File: src/rtl/adder_slice_scheduler.sv
// Round-robin scheduler that shares one SLICE-bit adder partition among NREQ requesters,
// rippling carry slice by slice. Optional ASCHED_ERR_MON_EN adds an exact-sum mismatch monitor.
module adder_slice_scheduler #(
    parameter int WIDTH = 16,
    parameter int SLICE = 4,
    parameter int NREQ  = 3,
    localparam int IDW  = (NREQ > 1) ? $clog2(NREQ) : 1
) (
    input  logic                  clk,
    input  logic                  rst,
    input  logic [NREQ-1:0]       req_valid,
    output logic [NREQ-1:0]       req_ready,
    input  logic [NREQ*WIDTH-1:0] req_a,
    input  logic [NREQ*WIDTH-1:0] req_b,
    output logic                  rsp_valid,
    input  logic                  rsp_ready,
    output logic [WIDTH:0]        rsp_sum,
    output logic [IDW-1:0]        rsp_id,
    output logic [SLICE-1:0]      sl_a,
    output logic [SLICE-1:0]      sl_b,
    output logic                  sl_cin,
    input  logic [SLICE-1:0]      sl_sum,
    input  logic                  sl_cout,
    output logic [15:0]           err_cnt,
    output logic                  err_flag
);

    localparam int NSL = WIDTH / SLICE;
    localparam int IXW = (NSL > 1) ? $clog2(NSL) : 1;

    typedef enum logic [1:0] {IDLE, RUN, DONE} state_t;

    typedef struct packed {
        logic [WIDTH-1:0] a;
        logic [WIDTH-1:0] b;
        logic [IDW-1:0]   id;
    } op_t;

    state_t         state, state_nx;
    op_t            op_q;
    logic [IDW-1:0] rr_ptr;
    logic [IDW-1:0] grant;
    logic           grant_vld;
    int             scan;
    logic [IXW-1:0] idx;
    logic           carry;
    logic [WIDTH:0] sum_q;
    logic           last_slice;
    logic           handshake;

    // Search starts at rr_ptr and wraps, so the requester after the last winner has priority.
    always_comb begin
        grant     = '0;
        grant_vld = 1'b0;
        scan      = 0;
        for (int k = 0; k < NREQ; k++) begin
            scan = int'(rr_ptr) + k;
            if (scan >= NREQ) scan = scan - NREQ;
            if (!grant_vld && req_valid[scan]) begin
                grant     = IDW'(scan);
                grant_vld = 1'b1;
            end
        end
    end

    assign last_slice = (idx == IXW'(NSL - 1));
    assign handshake  = (state == DONE) && rsp_ready;

    always_comb begin
        state_nx  = state;
        req_ready = '0;
        sl_a      = '0;
        sl_b      = '0;
        sl_cin    = 1'b0;
        case (state)
            IDLE: begin
                if (grant_vld) begin
                    req_ready[grant] = 1'b1;
                    state_nx         = RUN;
                end
            end
            RUN: begin
                sl_a   = op_q.a[idx*SLICE +: SLICE];
                sl_b   = op_q.b[idx*SLICE +: SLICE];
                sl_cin = carry;
                if (last_slice) state_nx = DONE;
            end
            DONE: begin
                if (rsp_ready) state_nx = IDLE;
            end
            default: state_nx = IDLE;
        endcase
    end

    always_ff @(posedge clk or posedge rst) begin
        if (rst) begin
            state  <= IDLE;
            rr_ptr <= '0;
            idx    <= '0;
            carry  <= 1'b0;
            op_q   <= '0;
            sum_q  <= '0;
        end else begin
            state <= state_nx;
            case (state)
                IDLE: begin
                    if (grant_vld) begin
                        op_q.a <= req_a[grant*WIDTH +: WIDTH];
                        op_q.b <= req_b[grant*WIDTH +: WIDTH];
                        op_q.id <= grant;
                        rr_ptr <= (grant == IDW'(NREQ - 1)) ? '0 : grant + 1'b1;
                        idx    <= '0;
                        carry  <= 1'b0;
                    end
                end
                RUN: begin
                    // Partition output is taken as-is; no correction of approximate slices.
                    sum_q[idx*SLICE +: SLICE] <= sl_sum;
                    carry <= sl_cout;
                    idx   <= idx + 1'b1;
                    if (last_slice) begin
                        sum_q[WIDTH] <= sl_cout;
                        idx          <= '0;
                    end
                end
                default: ;
            endcase
        end
    end

    assign rsp_valid = (state == DONE);
    assign rsp_sum   = sum_q;
    assign rsp_id    = op_q.id;

`ifdef ASCHED_ERR_MON_EN
    logic [WIDTH:0] exact;

    assign exact = {1'b0, op_q.a} + {1'b0, op_q.b};

    always_ff @(posedge clk or posedge rst) begin
        if (rst) begin
            err_cnt  <= '0;
            err_flag <= 1'b0;
        end else if (handshake && (sum_q != exact)) begin
            if (err_cnt != 16'hFFFF) err_cnt <= err_cnt + 16'd1;
            err_flag <= 1'b1;
        end
    end
`else
    assign err_cnt  = '0;
    assign err_flag = 1'b0;
`endif

endmodule

File: config.mk
export PLATFORM = sky130hd
export DESIGN_NAME = adder_slice_scheduler
export DESIGN_NICKNAME = d
export VERILOG_FILES = /design/src/rtl/adder_slice_scheduler.sv
export SDC_FILE = /design/constraint.sdc
export NUM_CORES = 1
export LEC_CHECK = 0
export CORE_UTILIZATION = 44
export CTS_CLUSTER_SIZE = 14
export DETAILED_ROUTE_END_ITERATION = 7
export PLACE_DENSITY = 0.86
export SLEW_MARGIN = 20
export SYNTH_ARGS = -nofsm -noshare
export SYNTH_HDL_FRONTEND = slang
export SYNTH_SLANG_ARGS = --single-unit
File: constraint.sdc
create_clock -name clk -period 3 [get_ports clk]
set_input_delay 0.6 -clock clk [delete_from_list [all_inputs] [get_ports clk]]
set_output_delay 0.6 -clock clk [all_outputs]
set_load 0.02 [all_outputs]
# After elaboration in Yosys (flattened, before gate mapping)
# Index checks and enable logic that the tools add are counted.
[op_classes]
order_cmp = 8
n_eq_ne = 7
add_sub_neg = 8
shifts = 6
reduce_logical = 10
muxes = 37
[op_table]
columns = ["cell", "count"]
rows = [
  ["< comparator 32 x 4 -> 1 bit (second input constant)", 3],
  ["2-to-1 mux 32 bit", 3],
  ["indexed part select 48 x 7 -> 16 bit", 2],
  ["negator 4 -> 34 bit", 1],
  ["variable shift 4 x 34 -> 17 bit (first input constant)", 1],
  ["indexed part select 4 x 34 -> 17 bit", 1],
  ["indexed part select 16 x 5 -> 4 bit", 2],
  ["2-to-1 mux 2 bit", 9],
  ["bitwise mux 17 bit", 1],
  ["2-to-1 mux 1 bit", 13],
  ["2-to-1 mux 4 bit", 2],
  ["subtractor 3 x 2 -> 4 bit (second input constant)", 2],
  ["binary-select mux 1 bit (select 2 bit)", 3],
  ["equality test 2 bit (second input constant)", 3],
  [">= comparator 3 x 2 -> 1 bit (second input constant)", 2],
  ["2-to-1 mux 3 bit", 2],
  ["case mux 2 bit (3 select lines)", 1],
  ["adder 2 x 1 -> 2 bit (second input constant)", 2],
  ["inequality test 2 bit (second input constant)", 2],
  ["case mux 2 bit (2 select lines)", 1],
  ["AND reduction 2 bit", 2],
  ["adder 2 x 1 -> 3 bit (second input constant)", 1],
  ["adder 2 x 2 -> 3 bit (second input constant)", 1],
  ["logical AND 1 bit", 3],
  ["12 further kinds", 13],
]
[word_totals]
elab_cells = 84
register_bits = 58
input_bits = 107
output_inout_bits = 49

# Longest topological paths before layout
# Gate-level depths: netlist of the first run.
[logic_depth]
word_depth = 18
mapped_depth = 11
ltp_nobuf = 8

# Worst setup path after synthesis of the first run
# No wires, ideal clock.
[synth_timing]
path_kind = "register to output"
start = "register rr_ptr[0]"
end = "output req_ready[2]"
stages_incl_launch_ff = 12
path_slack_ns = 0.196
arrival_ns = 2.204
path_cell_list = "dfrtp_1 > inv_1 > ha_1 > buf_2 > a21boi_1 > a211oi_2 > a311o_1 > buf_6 > or2_1 > buf_6 > buf_6 > inv_2"
[synth_between]
elab_chain_len = 18
elab_cells_between_ends = 37
[synth_rtl]
columns = ["element", "line", "source"]
rows = [
  ["start: declaration", "41", "logic [IDW-1:0] rr_ptr;"],
  ["start signal: assignment", "111", "rr_ptr <= (grant == IDW'(NREQ - 1)) ? '0 : grant + 1'b1;"],
  ["branches (longest 16 deep; another with subtractor 3 x 2 -> 4 bit)", "--", ""],
  ["2-to-1 mux 3 bit (*)", "77", "if (grant_vld) begin"],
  ["2-to-1 mux 3 bit (*)", "75", "case (state)"],
  ["end: declaration", "12", "output logic [NREQ-1:0] req_ready,"],
]
# Mark *: on every way between the ends. The select of a mux whose other input is x is not followed.

# Final worst setup path of the first run
[layout_timing]
start = "input req_valid[1]"
end = "output req_ready[2]"
[layout_between]
elab_chain_len = 16
elab_cells_between_ends = 26
[layout_rtl]
columns = ["element", "line", "source"]
rows = [
  ["start: declaration", "11", "input logic [NREQ-1:0] req_valid,"],
  ["binary-select mux 1 bit (select 2 bit)", "59", "if (!grant_vld && req_valid[scan]) begin"],
  ["2-to-1 mux 1 bit (not written as such) (2 in a row)", "59", ""],
  ["2-to-1 mux 1 bit", "59", ""],
  ["logical NOT 1 bit", "59", ""],
  ["logical AND 1 bit", "59", ""],
  ["2-to-1 mux 1 bit", "59", ""],
  ["logical NOT 1 bit", "59", ""],
  ["logical AND 1 bit", "59", ""],
  ["2-to-1 mux 2 bit", "59", ""],
  ["< comparator 2 x 3 -> 1 bit (not written as such) / >= comparator 2 x 1 -> 1 bit (equally long branches)", "78", "req_ready[grant] = 1'b1;"],
  ["logical AND 1 bit (not written as such)", "78", ""],
  ["2-to-1 mux 1 bit (not written as such)", "78", ""],
  ["demux 1 bit (select 2 bit)", "78", ""],
  ["2-to-1 mux 3 bit (*)", "77", ""],
  ["2-to-1 mux 3 bit (*)", "75", ""],
]
# Every way passes the cells marked *; elsewhere a longest branch is shown, timed or not. The select of a mux whose other input is x is not followed.

==> reports/results.ini, run 1 <==
[status]
status = complete, no violations

[synth]
seq_area_frac_synth_pct = 38.4
postSynthCellCount = 361
yosysWarnings = 0
synth_edf_count = 0
synthAdderAreaFrac_pct = 3.31
synth_mux_area_share_pct = 14.3
synthXorXnorAreaFrac_pct = 0
ys_ff_latch = 58
synth_top_family_by_area = compound AO/OA/AOI/OAI gates
yosys.area_share.simple_pct = 11.6
synth_cell_type_count = 45
synth_compound_area_share_pct = 21.1
async_flop_share_pct = 100
ys.flop_type = dfrtp_1
synth_area_mm2 = 0.00378
syn_area_per_cell_um2 = 10.5

[timing]
hold_violations = 0
relSlewSlack_pct = 61.6
tightest_slew_ps = 575
hold_ws_ps = 479
finalMaxSlewViolations = 0
fin_crit_sh_pct = 98.0
max_freq_mhz = 340
setup-violations-final = 0
grt_setup_unrepaired = true
period_minus_slack_ps = 2940
skew_ps = 6.62

[detailed_routing]
drt_first_pass_iters = 4
dr_total_vias = 3323
final_antenna_net_count = 0
drt-total-wl_mm = 10.1
drt_iter0_drc = 142
drc = 0
wire_per_inst_um = 16.2
via_per_inst = 5.34

[layout]
mostFrequentLayoutCells = clkdlybuf4s50_1, nand2_1, dfrtp_1
diodes = 0
nets = 629
fillers = 641
layout_commonest_cell = clkdlybuf4s50_1
drive_gt1_share_pct = 19.1
stdcell_count = 622
syn_to_final_growth_pct = 46.5

[clocking]
clockBufferDepth = 2
cts-buffers-inserted = 9
ctsHtreeMaxLevel = 3
clock-root-buffer = clkbuf_8
path_clk_slew_ps = 60
clock-sinks = 58
cts_tree = yes
ctsHoldBuffers = 0
clock_latency_ps = 330

[power]
power_leakage_uw = 0.00255
max-vdd-ir-drop_mv = 0.554
power.density_mw_per_mm2 = 1090
power.total_uw = 6030

[floorplan]
fp.dieH_um = 94.7
die_x_um = 94.7
start_util_pct = 45.8
die_area_mm2 = 0.00897
rows = 33
core-area_mm2 = 0.00826
pin_count = 156

[place]
gp_congestion = 0.905
io_buffer_count = 138
dp.cells = 606
dpl.hpwl_mm = 7.74

[critical_path]
cp_slowest_cell = clkdlybuf4s50_1
cp-end-kind = output pin
reg2reg_slack_ps = 370
critPathArrivalTime_ps = 2340
crit_fanout = 4
worst_setup_path_start_kind = primary input
reg2reg_to = op_q[4]$_DFFE_PP0P_
crit_type = primary input to output pin
critPathTopFamily = buffers and inverters
r2r_cells = 11
timing.critical_path.buf_inv = 4
slowest_delay_ps = 450
path_cells = clkdlybuf4s50_1 -> and3b_1 -> a211oi_4 -> buf_4 -> a22oi_1 -> or2_4 -> inv_2 -> buf_2
crit_required_ps = 2400
timing.rr.start = rr_ptr[1]$_DFFE_PP0P_

[grt]
track_usage_pct = 23.3
grt_max_degree = 36
grt_pass1_wl_mm = 15.9
grt_pass1_vias = 3382
gr-total-overflow = 0
antenna_found_initial = 0

[min_path]
min_path_cells = 2
hp-class = flop to flop
min_from = rsp_sum[9]$_DFFE_PP0P_
min_to = rsp_sum[9]$_DFFE_PP0P_

[flow_run]
maxCapViolations = 0

[cell type report]
type | instances | area, um^2 | share of cell area [%]
multi-input combinational | 237 | 2020 | 36.4
timing repair buffer | 164 | 1600 | 28.9
sequential | 58 | 1450 | 26.2
clock buffer | 14 | 173 | 3.12
inverter | 42 | 158 | 2.84
tap | 105 | 131 | 2.37
clock inverter | 2 | 10.0 | 0.181
[flip-flops by register name, summed over array words and instances, names as in the netlist]
name     count
op_q        32
rr_ptr       2
carry        1
rsp_id       2
idx          2
rsp_sum     17
state        2
[where the power goes]
group	leakage (uW)	switching (uW)	internal, uW
combinational	0.00171	2010	1900
clock	0.0000965	300	365
sequential	0.000740	276	1180
total	0.00255	2580	3440
[layer usage]
metal  GRT usage, %  vias up  part of all wire, %
met3           4.75       24                  6.4
li1               -     1554                    -
met4           11.7        0                  3.1
met5              0        -                    0
met1           26.0     1593                   39
met2           41.8      152                   52
[repair_timing]
| item | CTS | global route |
|---|---|---|
| endpoints found under the hold margin | 0 | 0 |
| setup buffers | 0 | 0 |
| gates resized for setup | 18 | 8 |
| endpoints found under the setup margin | 3 | 3 |
| pin swaps | 1 | 0 |
[Yosys cell counts (4+ instances only)]
cell type / number / area (um^2)
buf_6: 5 / 56.3
o221ai_2: 29 / 435
inv_1: 41 / 154
mux4_2: 8 / 180
buf_2: 8 / 40.0
nand2b_1: 6 / 37.5
and2_1: 9 / 56.3
ha_1: 10 / 125
o31ai_1: 14 / 105
dfrtp_1: 58 / 1450
nand2_1: 60 / 225
and3b_1: 4 / 35.0
nor2b_1: 5 / 31.3
mux2i_1: 32 / 320
clkbuf_1: 8 / 30.0
buf_4: 19 / 143
a22o_1: 5 / 43.8
[worst min-delay path, cell delays in order, from the launching register on]
cell	delay, ps
dfrtp_1	340
nand2_1	50
o31ai_1	50
[cell families (layout without fill, tap and decap cells)]
group	after synthesis	after routing
AND/OR/NAND/NOR	93	93
buffers and inverters	82	222
AO/OA/AOI/OAI	74	74
flip-flops	58	58
multiplexers	43	43
adder cells (fa/ha/maj)	10	10
other	1	17
[metrics by stage]
| stage | cell area [um^2] | setup WS, ps | utilization, % | TNS, ps |
|---|---|---|---|---|
| finish | 5540 | 58.9 | 67.1 | 0 |
| global route | 5540 | -46.1 | 67.1 | -46.1 |
| CTS | 5530 | 4.50 | 66.9 | 0 |
| detailed placement | 5320 | -468 | 64.5 | -1230 |
| global placement | 5320 | -404 | 64.5 | -1020 |
| floorplan | 3840 | 196 | - | 0 |
[how the worst max path moves through the flow]
stage                                      from           end  cells after the start
after CTS                 rr_ptr[0]$_DFFE_PP0P_  req_ready[0]                      9
after detailed placement           req_valid[0]  req_ready[2]                      7
after floorplan           rr_ptr[0]$_DFFE_PP0P_  req_ready[2]                     11
final                              req_valid[1]  req_ready[2]                      8
after global placement             req_valid[0]  req_ready[2]                      7
after global routing      rr_ptr[0]$_DFFE_PP0P_  req_ready[2]                      9
Note: power is estimated with default switching activity, not from simulation.
==> run 2, diff against run 1 <==
--- a/config.mk
+++ b/config.mk
@@ -8,8 +8,9 @@
 export CORE_UTILIZATION = 44
 export CTS_CLUSTER_SIZE = 14
 export DETAILED_ROUTE_END_ITERATION = 7
+export GPL_ROUTABILITY_DRIVEN = 0
 export PLACE_DENSITY = 0.86
-export SLEW_MARGIN = 20
+export SLEW_MARGIN = 10
 export SYNTH_ARGS = -nofsm -noshare
 export SYNTH_HDL_FRONTEND = slang
 export SYNTH_SLANG_ARGS = --single-unit
==> run 2 against run 1 <==
The run now ends with negative setup slack left. Wire length increased by 2.0%. Die area unchanged. Count of clock-buffer cells in the layout decreased by 1. Clock power decreased by 6.5%. Worst setup slack got worse by 66 ps. First-iteration DRC count increased by 4.2%. Via count increased by 0.33%. Worst hold slack got worse by 1.2 ps. Non-clock buffer count increased by 4. Sequential share of layout area decreased by 0.25 points. Largest cell class unchanged. Largest power group unchanged. Highest routed layer unchanged.
==> reports/results.ini, run 2 (synthesis results as in run 1) <==
[status]
status = finished, violations left
violations = negative setup slack

[timing]
finalMaxSlewViolations = 0  ; unchanged
max_freq_mhz = 333  ; -2.2%
fin_crit_sh_pct = 100  ; +2.2 points
skew_ps = 7.15  ; +0.536 ps
setup-violations-final = 1  ; +1
relSlewSlack_pct = 60.7  ; -0.88 points
hold_ws_ps = 478  ; -1.19 ps
period_minus_slack_ps = 3010  ; +66.2 ps
tightest_slew_ps = 589  ; +13.2 ps
hold_violations = 0  ; unchanged
setup_slack_ps = -7.36  ; -66.2 ps

[layout]
nets = 633  ; +0.64%
fin_util_pct = 67.8  ; +0.65 points
regMostFlops = op_q
seq_area_mm2 = 0.00145  ; unchanged
drive_gt1_share_pct = 20.3  ; +1.2 points
layout_commonest_cell = clkdlybuf4s50_1
largest_reg_flops = 32  ; unchanged
syn_to_final_growth_pct = 47.9
fillers = 641  ; unchanged
mostFrequentLayoutCells = clkdlybuf4s50_1, nand2_1, dfrtp_1
multi_input_area_mm2 = 0.00207  ; +2.5%
diodes = 0  ; unchanged

[critical_path]
reg2reg_slack_ps = 400  ; +30 ps
cp-end-kind = output pin
r2r_cells = 10  ; -1
timing.rr.start = rr_ptr[1]$_DFFE_PP0P_
reg2reg_to = op_q[24]$_DFFE_PP0P_
crit_required_ps = 2400  ; about the same
crit_fanout = 4  ; unchanged
crit_type = primary input to output pin
critPathArrivalTime_ps = 2410  ; +70 ps
worst_setup_path_start_kind = primary input

[detailed_routing]
final_antenna_net_count = 0  ; unchanged
wire_per_inst_um = 16.4  ; +1.3%
via_per_inst = 5.33  ; -0.31%
drt_first_pass_iters = 5  ; +1
drt-total-wl_mm = 10.3  ; +2.0%
drc = 0  ; unchanged
dr_total_vias = 3334  ; +0.33%
drt_iter0_drc = 148  ; +4.2%

[clocking]
ctsHtreeMaxLevel = 3  ; unchanged
clockBufferDepth = 2  ; unchanged
path_clk_slew_ps = 60  ; about the same
cts-buffers-inserted = 9  ; unchanged
clock-sinks = 58  ; unchanged
clock-root-buffer = clkbuf_8
cts_tree = yes
clock_latency_ps = 330  ; about the same

[floorplan]
die_area_mm2 = 0.00897  ; unchanged
start_util_pct = 45.8  ; unchanged
die_x_um = 94.7  ; unchanged
core-area_mm2 = 0.00826  ; unchanged
fp.dieH_um = 94.7  ; unchanged
rows = 33  ; unchanged
pin_count = 156  ; unchanged

[min_path]
min_path_cells = 2  ; unchanged
min_from = rsp_sum[9]$_DFFE_PP0P_
hp-class = flop to flop
min_to = rsp_sum[9]$_DFFE_PP0P_

[grt]
busiest_layer = met2
grt_pass1_wl_mm = 15.7  ; -1.0%
grt_max_degree = 36  ; unchanged
track_usage_pct = 23.0  ; -0.26 points
antenna_found_initial = 0  ; unchanged
gr-total-overflow = 0  ; unchanged
use_met3_pct = 5.15  ; +0.40 points
met2_usage_pct = 39.3  ; -2.5 points
use_met1_pct = 28.3  ; +2.4 points
grt_pass1_vias = 3272  ; -3.3%

[place]
dpl.hpwl_mm = 7.71  ; -0.39%
dp_slack_ps = -499  ; -31.1 ps
io_buffer_count = 138  ; unchanged

[flow_run]
maxCapViolations = 0  ; unchanged

[power]
power_leakage_uw = 0.00256  ; +0.56%
power.density_mw_per_mm2 = 1090  ; -0.16%
max-vdd-ir-drop_mv = 0.585  ; +5.6%

-- run 2: per-stage QoR --
stage	instance area (um^2)	power [uW]	instances	TNS, ps
2_1_floorplan	3840	3950	377	0
4_1_cts	5490	5920	622	-46.2
3_5_place_dp	5310	5280	606	-1350
6_report	5600	6080	626	-7.36
3_3_place_gp	5310	5160	606	-1030
5_1_grt	5600	6480	626	-96.2
-- run 2: cell type report --
cell class | instances | share of cell area (%)
flip-flops and latches | 58 | 25.9
clock inverters | 3 | 0.268
repair buffers | 168 | 29.0
inverters | 42 | 2.82
multi-input cells | 237 | 36.9
well taps | 105 | 2.35
clock buffers | 13 | 2.66
-- run 2: worst max path at each step --
stage	startpoint	to	cells after the start
floorplan	rr_ptr[0]$_DFFE_PP0P_	req_ready[2]	11
global placement	req_valid[0]	req_ready[2]	7
detailed placement	req_valid[0]	req_ready[2]	7
CTS	rr_ptr[0]$_DFFE_PP0P_	req_ready[0]	10
global route	req_valid[1]	req_ready[0]	8
finish	req_valid[1]	req_ready[0]	8
-- run 2: critical path, stage by stage --
cell             delay (ps)
clkdlybuf4s50_1         480
and3b_2                 280
a211oi_4                310
buf_4                   180
buf_4                   120
a32oi_4                 130
nor2b_1                 160
buf_2                   150
-- run 2: layer usage --
metal / vias up / share of wire, %
li1: 1558 / -
met1: 1594 / 40
met2: 164 / 51
met3: 18 / 6.4
met4: 0 / 2.3
met5: - / 0
-- run 2: report_power, final --
part / total [uW] / switching [uW] / internal [uW]
sequential: 1450 / 275 / 1180
combinational: 4000 / 2050 / 1950
clock: 623 / 304 / 319
-- run 2: what timing repair did --
item,in CTS,in global routing
setup buffers,0,4
setup endpoints to repair,3,3
resized for setup,17,18
hold buffers,0,0
pin swaps,1,1
==> run 3, diff against run 2 <==
--- a/config.mk
+++ b/config.mk
@@ -5,6 +5,7 @@
 export SDC_FILE = /design/constraint.sdc
 export NUM_CORES = 1
 export LEC_CHECK = 0
+export CORE_MARGIN = 4
 export CORE_UTILIZATION = 44
 export CTS_CLUSTER_SIZE = 14
 export DETAILED_ROUTE_END_ITERATION = 7
==> run 3 against run 2 <==
Register-to-register slack about the same. Largest cell class unchanged. Critical path type is now flop to output pin. Critical path depth increased by 1. The run now ends clean. Largest power group unchanged. Utilization decreased by 0.77 points. Highest routed layer unchanged. Global-route usage decreased by 1.4 points.
==> reports/results.ini, run 3 (synthesis results as in run 1) <==
[clocking]
cts_tree = yes
ctsHtreeMaxLevel = 3  ; unchanged
path_clk_slew_ps = 60  ; about the same
cts-buffers-inserted = 9  ; unchanged
clock-root-buffer = clkbuf_8
clock_latency_ps = 330  ; about the same
ctsHoldBuffers = 0  ; unchanged
clock-sinks = 58  ; unchanged
clockBufferDepth = 2  ; unchanged

[floorplan]
rows = 33  ; unchanged
fp.dieH_um = 101  ; +6.3%
die_area_mm2 = 0.0101  ; +13%
start_util_pct = 45.6  ; -0.23 points
die_x_um = 101  ; +6.3%
core-area_mm2 = 0.00830  ; +0.50%
pin_count = 156  ; unchanged

[power]
switching_share_pct = 42.4  ; -0.91 points
clkPwrFrac_pct = 12.2  ; +1.9 points
power.density_mw_per_mm2 = 1090  ; +0.52%
p_seq_share_pct = 24.3  ; +0.4 points
power_leakage_uw = 0.00255  ; -0.62%
p_int_uw = 3500  ; +1.5%
combPwrFrac_pct = 63.5  ; -2.3 points
power.total_uw = 6070  ; -0.13%
switchingPower_uw = 2570  ; -2.2%
max-vdd-ir-drop_mv = 0.619  ; +5.9%

[critical_path]
timing.critical_path.buf_inv = 4  ; unchanged
cp-end-kind = output pin
critPathArrivalTime_ps = 2320  ; -90 ps
critPathTopFamily = simple AND/OR/NAND/NOR gates
crit_type = flop to output pin
path_cells = inv_1 -> buf_4 -> ha_1 -> and2b_2 -> o21ai_4 -> a311o_1 -> or2_4 -> inv_2 -> buf_4
slowest_delay_ps = 410  ; -70 ps
cp_slowest_cell = dfrtp_1
crit_top_cell = buf_4
cp.depth = 9  ; +1
r2r_cells = 11  ; +1
worst_setup_path_start_kind = flop
crit_fanout = 4  ; unchanged
crit_required_ps = 2400  ; about the same

[layout]
syn_to_final_growth_pct = 46.9
fillers = 647  ; +0.94%
drive_gt1_share_pct = 19.6  ; -0.73 points
largest_reg_flops = 32  ; unchanged
mostFrequentLayoutCells = clkdlybuf4s50_1, nand2_1, dfrtp_1
regMostFlops = op_q
nets = 628  ; -0.79%
fin_area_mm2 = 0.00556  ; -0.65%
layout_commonest_cell = clkdlybuf4s50_1
diodes = 0  ; unchanged

[min_path]
hp-class = flop to flop
min_path_cells = 1  ; -1

[detailed_routing]
dr_total_vias = 3289  ; -1.3%
final_antenna_net_count = 0  ; unchanged
drc = 0  ; unchanged
drt-total-wl_mm = 10.6  ; +2.8%
drt_iter0_drc = 142  ; -4.1%
drt_first_pass_iters = 4  ; -1
wire_per_inst_um = 17.1  ; +3.8%
via_per_inst = 5.30  ; -0.40%

[status]
status = complete, no violations

[timing]
skew_ps = 8.57  ; +1.42 ps
finalMaxSlewViolations = 0  ; unchanged
hold_violations = 0  ; unchanged
tightest_slew_ps = 564  ; -24.5 ps
max_freq_mhz = 342  ; +2.9%
relSlewSlack_pct = 62.3  ; +1.6 points
grt_setup_unrepaired = false
setup-violations-final = 0  ; -1
period_minus_slack_ps = 2920  ; -85.1 ps
fin_crit_sh_pct = 97.4  ; -2.8 points

[place]
io_buffer_count = 138  ; unchanged
dpl.hpwl_mm = 8.13  ; +5.4%
placed_area_mm2 = 0.00528  ; -0.66%

[grt]
grt_pass1_vias = 3485  ; +6.5%
antenna_found_initial = 0  ; unchanged
gr-total-overflow = 0  ; unchanged
track_usage_pct = 21.6  ; -1.4 points
grt_max_degree = 36  ; unchanged
grt_pass1_wl_mm = 17.0  ; +8.4%

[flow_run]
maxCapViolations = 0  ; unchanged

-- run 3: changes by cell type in the layout (fill, tap and decap cells not counted), sizes merged --
cell	before	now
buf	33	28
clkinv	3	1
dlygate4sd2	0	2
bufinv	0	1
clkdlybuf4s50	134	133
dlymetal6s2s	1	0
-- run 3: power by group through the flow --
stage          logic, uW  registers [uW]  clock network [uW]
3_5_place_dp        3760            1480                   0
4_1_cts             3800            1470                 751
6_report            3850            1470                 743
2_1_floorplan       2470            1490                   0
3_3_place_gp        3650            1460                   0
5_1_grt             4210            1530                 786
-- run 3: layout make-up --
type	instances	area [um^2]	area share (%)
clock buffers	13	169	3.04
clock inverters	2	35.0	0.630
inverters	42	158	2.84
multi-input cells	237	2040	36.8
flip-flops and latches	58	1450	26.1
well taps	105	131	2.36
repair buffers	163	1570	28.2
-- run 3: worst paths after layout --
kind | slack, ps | to | from
min in group asynchronous | 650 | rsp_sum[10]$_DFFE_PP0P_ | rst
max in group asynchronous | 1680 | op_q[2]$_DFFE_PP0P_ | rst
min | 480 | rsp_id[0]$_DFFE_PP0P_ | rsp_id[0]$_DFFE_PP0P_
min reg2reg | 480 | rsp_id[0]$_DFFE_PP0P_ | rsp_id[0]$_DFFE_PP0P_
max | 80 | req_ready[2] | rr_ptr[1]$_DFFE_PP0P_
max reg2reg | 410 | op_q[31]$_DFFE_PP0P_ | rr_ptr[1]$_DFFE_PP0P_
-- run 3: metal layers --
layer  part of all wire (%)  up-vias  GRT usage, %
li1                       -     1539             -
met1                     40     1582          26.9
met2                     50      149          36.7
met3                    7.7       19          4.98
met4                    2.2        0          7.77
met5                      0        -             0
-- run 3: stage by stage --
stage	utilization, %	setup TNS (ps)	hold WS [ps]	setup WS, ps	cells
finish	67.0	0	479	77.7	620
detailed placement	63.6	-1420	473	-501	603
global route	67.0	0	515	11.5	620
global placement	63.6	-1150	459	-429	603
floorplan	-	0	449	196	377
CTS	66.3	0	486	13.1	618
-- run 3: repair_timing --
action	CTS	global route
setup buffers	0	2
setup endpoints to repair	6	3
pin swaps	1	1
endpoints found under the hold margin	0	0
gates resized for setup	20	12
